`config.mk`:
```
export PLATFORM = sky130hd
export DESIGN_NAME = mmac_operand_loader
export DESIGN_NICKNAME = d
export VERILOG_FILES = /design/src/rtl/mmac_pkg.sv /design/src/rtl/mmac_elem_buf.sv /design/src/rtl/mmac_operand_loader.sv
export SDC_FILE = /design/constraint.sdc
export NUM_CORES = 1
export LEC_CHECK = 0
export BUFFER_PORTS_ARGS = -buffer_cell sky130_fd_sc_hd__buf_4
export CAP_MARGIN = 20
export CORE_AREA = 4 4 167 169
export CTS_CLUSTER_SIZE = 14
export DETAILED_ROUTE_END_ITERATION = 8
export DIE_AREA = 0 0 171 173
export PLACE_DENSITY = 0.63
export SYNTH_ARGS = -nofsm -noshare
export SYNTH_HDL_FRONTEND = slang
export SYNTH_HIERARCHICAL = 1
export SYNTH_SLANG_ARGS = --single-unit
export TNS_END_PERCENT = 50
```
`constraint.sdc`:
```
create_clock -name clock -period 4.36 [get_ports clock]
set_clock_uncertainty 0.05 [all_clocks]
set_input_delay 0.654 -clock clock [delete_from_list [all_inputs] [get_ports clock]]
set_output_delay 0.654 -clock clock [all_outputs]
set_load 0.01 [all_outputs]
```
`src/rtl/mmac_pkg.sv`:
```
// rtl/mmac_pkg.sv - shared constants and types for the packed-matrix operand loader
//
// Purpose : default matrix geometry, element type and the loader FSM state
//           encoding used by mmac_operand_loader and mmac_elem_buf.
// Contents: M_SIZE, VAR_WIDTH, N_ELEM, DATA_WIDTH constants;
//           elem_t element type; loader_state_e FSM states;
//           col_major_pos() helper mapping a column-major beat index to
//           its row-major packed position.

package mmac_pkg;

    localparam int M_SIZE     = 4;
    localparam int VAR_WIDTH  = 8;
    localparam int N_ELEM     = M_SIZE * M_SIZE;
    localparam int DATA_WIDTH = N_ELEM * VAR_WIDTH;

    typedef logic [VAR_WIDTH-1:0] elem_t;

    typedef enum logic [1:0] {
        LOAD_A = 2'd0,
        LOAD_B = 2'd1,
        HOLD   = 2'd2
    } loader_state_e;

    // Beat k of a column-major stream is element (r = k % m, c = k / m),
    // which lives at packed position r*m + c.
    function automatic int unsigned col_major_pos(input int unsigned k, input int unsigned m);
        return (k % m) * m + (k / m);
    endfunction

endpackage

```
`src/rtl/mmac_elem_buf.sv`:
```
// rtl/mmac_elem_buf.sv - one M_SIZE x M_SIZE element register file with packed read-out
//
// Purpose : stores one matrix, one element per write, and presents it as a
//           single packed word (element (r,c) at bits
//           [(r*M_SIZE+c)*VAR_WIDTH +: VAR_WIDTH]).
// Ports   :
//   clock        in   1                 rising-edge clock
//   reset        in   1                 synchronous, active-low; clears all elements
//   wr_en_i      in   1                 write one element this cycle
//   wr_idx_i     in   IDX_W             linear beat index within the matrix
//   wr_data_i    in   VAR_WIDTH         element value
//   col_major_i  in   1                 1: wr_idx_i counts column-major; 0: row-major
//   data_o       out  N*VAR_WIDTH       packed matrix

module mmac_elem_buf #(
    parameter int M_SIZE    = mmac_pkg::M_SIZE,
    parameter int VAR_WIDTH = mmac_pkg::VAR_WIDTH,
    localparam int N        = M_SIZE * M_SIZE,
    localparam int IDX_W    = $clog2(N),
    localparam int DW       = N * VAR_WIDTH
) (
    input  logic                 clock,
    input  logic                 reset,
    input  logic                 wr_en_i,
    input  logic [IDX_W-1:0]     wr_idx_i,
    input  logic [VAR_WIDTH-1:0] wr_data_i,
    input  logic                 col_major_i,
    output logic [DW-1:0]        data_o
);

    import mmac_pkg::*;

    logic [DW-1:0]    data_q;
    logic [IDX_W-1:0] pos;

    // Storage is always row-major; only the incoming index is remapped.
    always_comb begin
        pos = wr_idx_i;
        if (col_major_i) begin
            pos = IDX_W'(col_major_pos(int'(wr_idx_i), M_SIZE));
        end
    end

    always_ff @(posedge clock) begin
        if (!reset) begin
            data_q <= '0;
        end else if (wr_en_i) begin
            data_q[pos*VAR_WIDTH +: VAR_WIDTH] <= wr_data_i;
        end
    end

    assign data_o = data_q;

endmodule

```
`src/rtl/mmac_operand_loader.sv`:
```
// rtl/mmac_operand_loader.sv - byte-serial A+B element stream to packed matrix pair
//
// Purpose : accepts N_ELEM beats of A then N_ELEM beats of B (valid/ready),
//           packs each into a DATA_WIDTH word and holds the pair for the
//           multiply/accumulate consumer behind a valid/ready handshake.
//           Frames whose in_last marker is misplaced are aborted with an
//           err_len pulse; a final beat missing in_last still delivers the
//           pair but also pulses err_len.
// Build option: define MMAC_LOADER_BCOL_EN to accept B beats column-major
//           (A is always row-major; output packing is the same either way).
// Ports   :
//   clock      in   1           rising-edge clock
//   reset      in   1           synchronous, active-low
//   in_valid   in   1           element beat valid
//   in_ready   out  1           loader can accept a beat
//   in_data    in   VAR_WIDTH   element value
//   in_last    in   1           marks the final beat of an A+B frame
//   mat_valid  out  1           matrixA/matrixB hold a complete pair
//   mat_ready  in   1           consumer takes the pair
//   matrixA    out  DATA_WIDTH  packed A
//   matrixB    out  DATA_WIDTH  packed B
//   err_len    out  1           one-cycle pulse on frame length / in_last mismatch

module mmac_operand_loader #(
    parameter int M_SIZE     = mmac_pkg::M_SIZE,
    parameter int VAR_WIDTH  = mmac_pkg::VAR_WIDTH,
    localparam int DATA_WIDTH = M_SIZE * M_SIZE * VAR_WIDTH
) (
    input  logic                  clock,
    input  logic                  reset,
    input  logic                  in_valid,
    output logic                  in_ready,
    input  logic [VAR_WIDTH-1:0]  in_data,
    input  logic                  in_last,
    output logic                  mat_valid,
    input  logic                  mat_ready,
    output logic [DATA_WIDTH-1:0] matrixA,
    output logic [DATA_WIDTH-1:0] matrixB,
    output logic                  err_len
);

    import mmac_pkg::*;

    localparam int               N_EL     = M_SIZE * M_SIZE;
    localparam int               IDX_W    = $clog2(N_EL);
    localparam logic [IDX_W-1:0] LAST_IDX = IDX_W'(N_EL - 1);

`ifdef MMAC_LOADER_BCOL_EN
    localparam logic B_COL_MAJOR = 1'b1;
`else
    localparam logic B_COL_MAJOR = 1'b0;
`endif

    loader_state_e    state_q, state_d;
    logic [IDX_W-1:0] cnt_q, cnt_d;
    logic             in_ready_q, in_ready_d;
    logic             err_q, err_d;
    logic             wr_a, wr_b;
    logic             beat;

    assign beat = in_valid && in_ready_q;

    always_ff @(posedge clock) begin
        if (!reset) begin
            state_q    <= LOAD_A;
            cnt_q      <= '0;
            in_ready_q <= 1'b0;
            err_q      <= 1'b0;
        end else begin
            state_q    <= state_d;
            cnt_q      <= cnt_d;
            in_ready_q <= in_ready_d;
            err_q      <= err_d;
        end
    end

    always_comb begin
        state_d = state_q;
        cnt_d   = cnt_q;
        err_d   = 1'b0;
        wr_a    = 1'b0;
        wr_b    = 1'b0;

        case (state_q)
            LOAD_A: begin
                if (beat) begin
                    wr_a = 1'b1;
                    if (in_last) begin
                        // in_last can never be legal inside A: abort the frame.
                        err_d   = 1'b1;
                        state_d = LOAD_A;
                        cnt_d   = '0;
                    end else if (cnt_q == LAST_IDX) begin
                        state_d = LOAD_B;
                        cnt_d   = '0;
                    end else begin
                        cnt_d = cnt_q + 1'b1;
                    end
                end
            end
            LOAD_B: begin
                if (beat) begin
                    wr_b = 1'b1;
                    if (cnt_q == LAST_IDX) begin
                        // Missing in_last is flagged but the pair is still usable.
                        err_d   = !in_last;
                        state_d = HOLD;
                    end else if (in_last) begin
                        err_d   = 1'b1;
                        state_d = LOAD_A;
                        cnt_d   = '0;
                    end else begin
                        cnt_d = cnt_q + 1'b1;
                    end
                end
            end
            HOLD: begin
                if (mat_ready) begin
                    state_d = LOAD_A;
                    cnt_d   = '0;
                end
            end
            default: begin
                state_d = LOAD_A;
                cnt_d   = '0;
            end
        endcase
    end

    // Registered ready: no combinational path from mat_ready to in_ready,
    // so a freed loader accepts again only the cycle after the handshake.
    assign in_ready_d = (state_d != HOLD);

    assign in_ready  = in_ready_q;
    assign mat_valid = (state_q == HOLD);
    assign err_len   = err_q;

    mmac_elem_buf #(
        .M_SIZE    (M_SIZE),
        .VAR_WIDTH (VAR_WIDTH)
    ) u_buf_a (
        .clock       (clock),
        .reset       (reset),
        .wr_en_i     (wr_a),
        .wr_idx_i    (cnt_q),
        .wr_data_i   (in_data),
        .col_major_i (1'b0),
        .data_o      (matrixA)
    );

    mmac_elem_buf #(
        .M_SIZE    (M_SIZE),
        .VAR_WIDTH (VAR_WIDTH)
    ) u_buf_b (
        .clock       (clock),
        .reset       (reset),
        .wr_en_i     (wr_b),
        .wr_idx_i    (cnt_q),
        .wr_data_i   (in_data),
        .col_major_i (B_COL_MAJOR),
        .data_o      (matrixB)
    );

endmodule

```
### After elaboration in Yosys (flattened, before gate mapping)

Index checks and enable logic that the tools add are counted.

| storage, ports and cells | value |
|---|---|
| flip-flop bits (word level) | 264 |
| input bits | 13 |
| output and inout bits | 259 |

| cells by class | value |
|---|---|
| add/sub/neg operators | 2 |
| equal/unequal tests | 8 |
| shift operators | 2 |
| mux-type cells | 26 |
| reduce and logical (&&, ||, !) cells | 4 |

Operators with widths:

| kind | number |
|---|---|
| 128-bit bitwise mux | 2 |
| 8-bit by 34-bit variable shift with 128-bit output, first input constant | 1 |
| 8-bit by 34-bit indexed part select with 128-bit output | 1 |
| 7-bit negator with 34-bit output | 1 |
| 4-bit 2-to-1 mux | 7 |
| 2-bit 2-to-1 mux | 7 |
| 4-bit one-hot mux with 3 select lines | 1 |
| 2-bit != test, second input constant | 4 |
| 1-bit 2-to-1 mux | 7 |
| 2-bit one-hot mux with 3 select lines | 1 |
| 4-bit by 1-bit adder with 4-bit output, second input constant | 1 |
| 4-bit equality test, second input constant | 1 |
| 4-bit AND reduction | 1 |
| 2-bit by 1-bit equality test with 1-bit output, second input constant | 1 |
| 2-bit equality test, second input constant | 1 |
| 2-bit logical NOT | 1 |
| 2-bit by 1-bit != test with 1-bit output, second input constant | 1 |
| 1-bit one-hot mux with 2 select lines | 1 |
| 1-bit logical AND | 1 |
| 1-bit logical NOT | 1 |

### Longest topological paths before layout

| logic depth | value |
|---|---|
| word-level depth | 6 |
| mapped depth | 12 |
| depth with buffers taken out | 8 |

### By module

Netlist, hierarchy kept.

By module, submodules not included:

| module | instances | cells an instance | area each (sq um) | sequential area each (sq um) |
|---|---|---|---|---|
| mmac_elem_buf (u_buf_a) | 1 | 507 | 5,047.3 | 2,562.5 |
| mmac_elem_buf (u_buf_b) | 1 | 521 | 4,987.3 | 2,562.5 |
| mmac_operand_loader | 1 | 52 | 437.9 | 160.2 |

### Worst setup path before layout

No wires, ideal clock.

| timing path | value |
|---|---|
| path kind | register -> register |
| start point | reg cnt_q[0] |
| end point | reg u_buf_b.data_q[86] (netlist: u_buf_b/data_o[86]) |
| library setup time | 0.131 ns |
| arrival time | 2.916 ns |
| data required time | 4.179 ns |
| setup slack | 1.263 ns |
| stages on the path, launching flop included | 11 |
| path buffers | 2 |
| clock period less this slack | 3.097 ns |
| path through | dfxtp_1 mux2_2 inv_1 ha_1 nor4b_1 or4_4 or4_1 buf_6 buf_8 nand3_1 o31ai_2 |

| between the ends | value |
|---|---|
| longest elaborated chain between the ends | 3 |
| elaborated cells between the ends (all ways) | 4 |

RTL lines:

| item | line | source |
|---|---|---|
| from (decl) | mmac_operand_loader.sv:55 | `logic [IDX_W-1:0] cnt_q, cnt_d;` |
| from (signal assigned) | mmac_operand_loader.sv:71 | `cnt_q <= cnt_d;` |
| 7-bit negator with 34-bit output * | mmac_elem_buf.sv:48 | `data_q[pos*VAR_WIDTH +: VAR_WIDTH] <= wr_data_i;` |
| 8-bit by 34-bit indexed part select with 128-bit output or 8-bit by 34-bit variable shift with 128-bit output (tied branches) | mmac_elem_buf.sv:48 |  |
| 128-bit bitwise mux * | mmac_elem_buf.sv:48 |  |
| to (signal, indexed assignment) | mmac_elem_buf.sv:48 |  |
| to (decl) | mmac_elem_buf.sv:33 | `logic [DW-1:0] data_q;` |

Mark *: on every way between the ends. The rest lies on a longest branch, timed or not.
A chain may end at the register's enable or synchronous reset.

### Worst setup path after layout

| timing path | value |
|---|---|
| start point | reg cnt_q[3] |
| end point | reg u_buf_b.data_q[85] (netlist: u_buf_b/data_o[85]) |

Same word-level chain as after synthesis.

==> flow_summary.ini <==
[outcome]
status = finished clean

[timing]
finalSetupTns_ns = 0
relSlewSlack = 0.4009
final-hold-violation-count = 0
hold_ws_ns = 0.3478
fin_crit_sh = 0.7476
min_period_ns = 3.260
fmax_mhz = 306.8
grt_setup_unrepaired = false
setup_viol = 0
worst-slew-pin-transition_ns = 0.8947
setup_slack_ns = 1.100
slew_viol_final = 0

[placed_design]
pre_cts_ws_ns = 1.148
dp_hpwl_um = 21670
placed_cells = 1627
gp_congestion = 0.7592
port_buffers = 271

[die]
row_count = 60
dieArea_um2 = 29580
initial_utilization = 0.3941
core_area_um2 = 26580
die_x_um = 171
die_h_um = 173
boundaryPins = 272

[synth]
synth-seq-cells = 264
synth-edff-count = 0
synth_cell_types = 64
synth_warnings = 6
async_flop_share = 0
syn_area_um2 = 10470
syn_inst = 1080
avgSynthCellArea_um2 = 9.697
ys_seq_area_frac = 0.5047
ys.flop_type = dfxtp_1

[worst_setup_path]
critPathTopFamily = simple AND/OR/NAND/NOR gates
critical-path-max-stage-delay_ns = 0.78
crit_fanout = 16
crit_chain = mux2i_1 > ha_1 > nand2b_1 > or4_1 > o31ai_1
worst-path-buf-inv = 0
required_ns = 4.74
end_kind = flop
critPathKind = reg -> reg
startpoint_type = flop
arrival_ns = 3.64
crit_slowest_cell = or4_1

[routing]
drt_iter0_markers = 596
vias = 8777
postRouteAntennaNets = 0
wl_um = 31850
wl_per_cell_um = 18.96
route.detailed.drc = 0
dr.pass1.iters = 5
viasPerCell = 5.224

[global_routing]
antenna_found_initial = 0
grt_pass1_vias = 8276
grt_max_degree = 120
grt_pass1_wl_um = 49000
grt_overflow = 0
grt_usage = 0.2048

[final_layout]
areaGrowthSynthToFinish_pct = 30.59
fin_nets = 1338
final_cell_count_no_fill = 1680
antennaDiodeCount = 0
multi_input_area_um2 = 4847
fill_cells = 2501
regArea_um2 = 5285
drive_gt1_frac = 0.2711

[power]
powerDensity_nw_per_um2 = 373.2
power.leakage_nw = 6.285
ir_worst_vdd_uv = 267.1

[clock_tree]
holdBufCountCts = 0
cts_resized = 0
cts_tree = done
cts_made_buffers = 28
cts_sinks = 264
post_cts_buffers = 0
clock_latency_ns = 0.55
clkTransAtPathRegs_ns = 0.06
cts_root_buf = clkbuf_16
cts_buffer_depth = 3
h-tree-depth = 1

[job]
maxCapViolCount = 0

[worst_hold_path]
min_path_type = in -> reg
==> flip-flops by register name, indices dropped and copies added (netlist names) <==
| signal | cells |
|---|---|
| u_buf_a/data_o | 128 |
| in_ready | 1 |
| u_buf_b/data_o | 128 |
| state_q | 2 |
| err_len | 1 |
| cnt_q | 4 |
==> synth_stat cells (all sizes together), types with 5 or more instances <==
library cell,number,area share
nor3b,5,0.0041
and2,5,0.0031
inv,5,0.0018
and4,5,0.0044
o21ai,57,0.027
dfxtp,264,0.50
a21oi,6,0.0029
ha,5,0.0060
nand4,39,0.025
nand2,233,0.084
o31ai,34,0.026
nand3,97,0.049
nand4b,5,0.0042
buf,21,0.014
nor2b,12,0.0072
mux2i,176,0.17
nor2,12,0.0050
clkbuf,51,0.018
==> routing by layer <==
layer / vias up / wire length [um] / global-route usage
li1: 4291 / - / -
met2: 254 / 14780 / 0.3296
met1: 4185 / 14480 / 0.2893
met3: 47 / 1883 / 0.03041
met5: - / 0 / 0
met4: 0 / 704 / 0.05051
==> layout by cell type, fill, tap and decap left out, types with 3 or more instances in the layout <==
cell,count
o31ai_2,4
and2_1,4
buf_4,279
a21oi_1,6
clkbuf_16,29
nor2b_1,12
bufinv_16,3
nand4b_1,5
nor3b_1,3
nand2_1,233
clkbuf_8,8
clkinv_2,4
o31ai_1,30
or2_2,4
dfxtp_1,264
clkbuf_1,4
and4_1,4
nand3_1,92
nor2_1,11
nand4_1,36
o21ai_0,56
nor4_1,3
nand4_2,3
nand3_2,5
ha_1,5
nor3_1,3
mux2i_1,174
inv_1,5
==> final cells by class <==
| cell class | instances | area share |
|---|---|---|
| clock buffers | 41 | 0.06221 |
| multi-input cells | 740 | 0.3544 |
| clock inverters | 8 | 0.008600 |
| flip-flops and latches | 264 | 0.3865 |
| well taps | 341 | 0.03120 |
| repair buffers | 281 | 0.1557 |
| inverters | 5 | 0.001372 |
==> through the flow <==
step	total power (W)	utilization	instance area (um2)
after detailed placement	0.002674	0.4770	12680
final	0.005104	0.5146	13680
after CTS	0.005161	0.5135	13650
after global routing	0.005273	0.5146	13680
after floorplan	0.002594	-	10480
after global placement	0.002674	0.4770	12680
==> tightest hold or removal path, stage by stage <==
cell and delay, ns:
buf_4 0.11, a21o_1 0.08, a21oi_1 0.05
==> logic make-up after synthesis <==
logic type | count (synthesis) | synth area share
AND/OR/NAND/NOR | 442 | 0.2096
flip-flops | 264 | 0.5047
multiplexers | 179 | 0.1741
AO/OA/AOI/OAI | 108 | 0.06750
buffers and inverters | 77 | 0.03381
adder cells (fa/ha/maj) | 5 | 0.005974
XOR/XNOR | 4 | 0.004063
other | 1 | 0.0003581
==> final timing paths <==
path | startpoint | end | slack [ns] | cells after the start
setup / recovery | cnt_q[3] | u_buf_b/data_o[85] | 1.10 | 5
hold / removal | in_last | state_q[0] | 0.35 | 3
hold reg to reg | u_buf_a/data_o[105] | u_buf_a/data_o[105] | 0.41 | 2
setup reg to reg | cnt_q[3] | u_buf_b/data_o[85] | 1.10 | 5
==> where the power goes <==
group / switching (W) / internal, W
Clock: 0.000965 / 0.00152
Combinational: 0.000151 / 0.0000503
Sequential: 0.00000352 / 0.00242
Note: power is estimated with default switching activity, not from simulation.
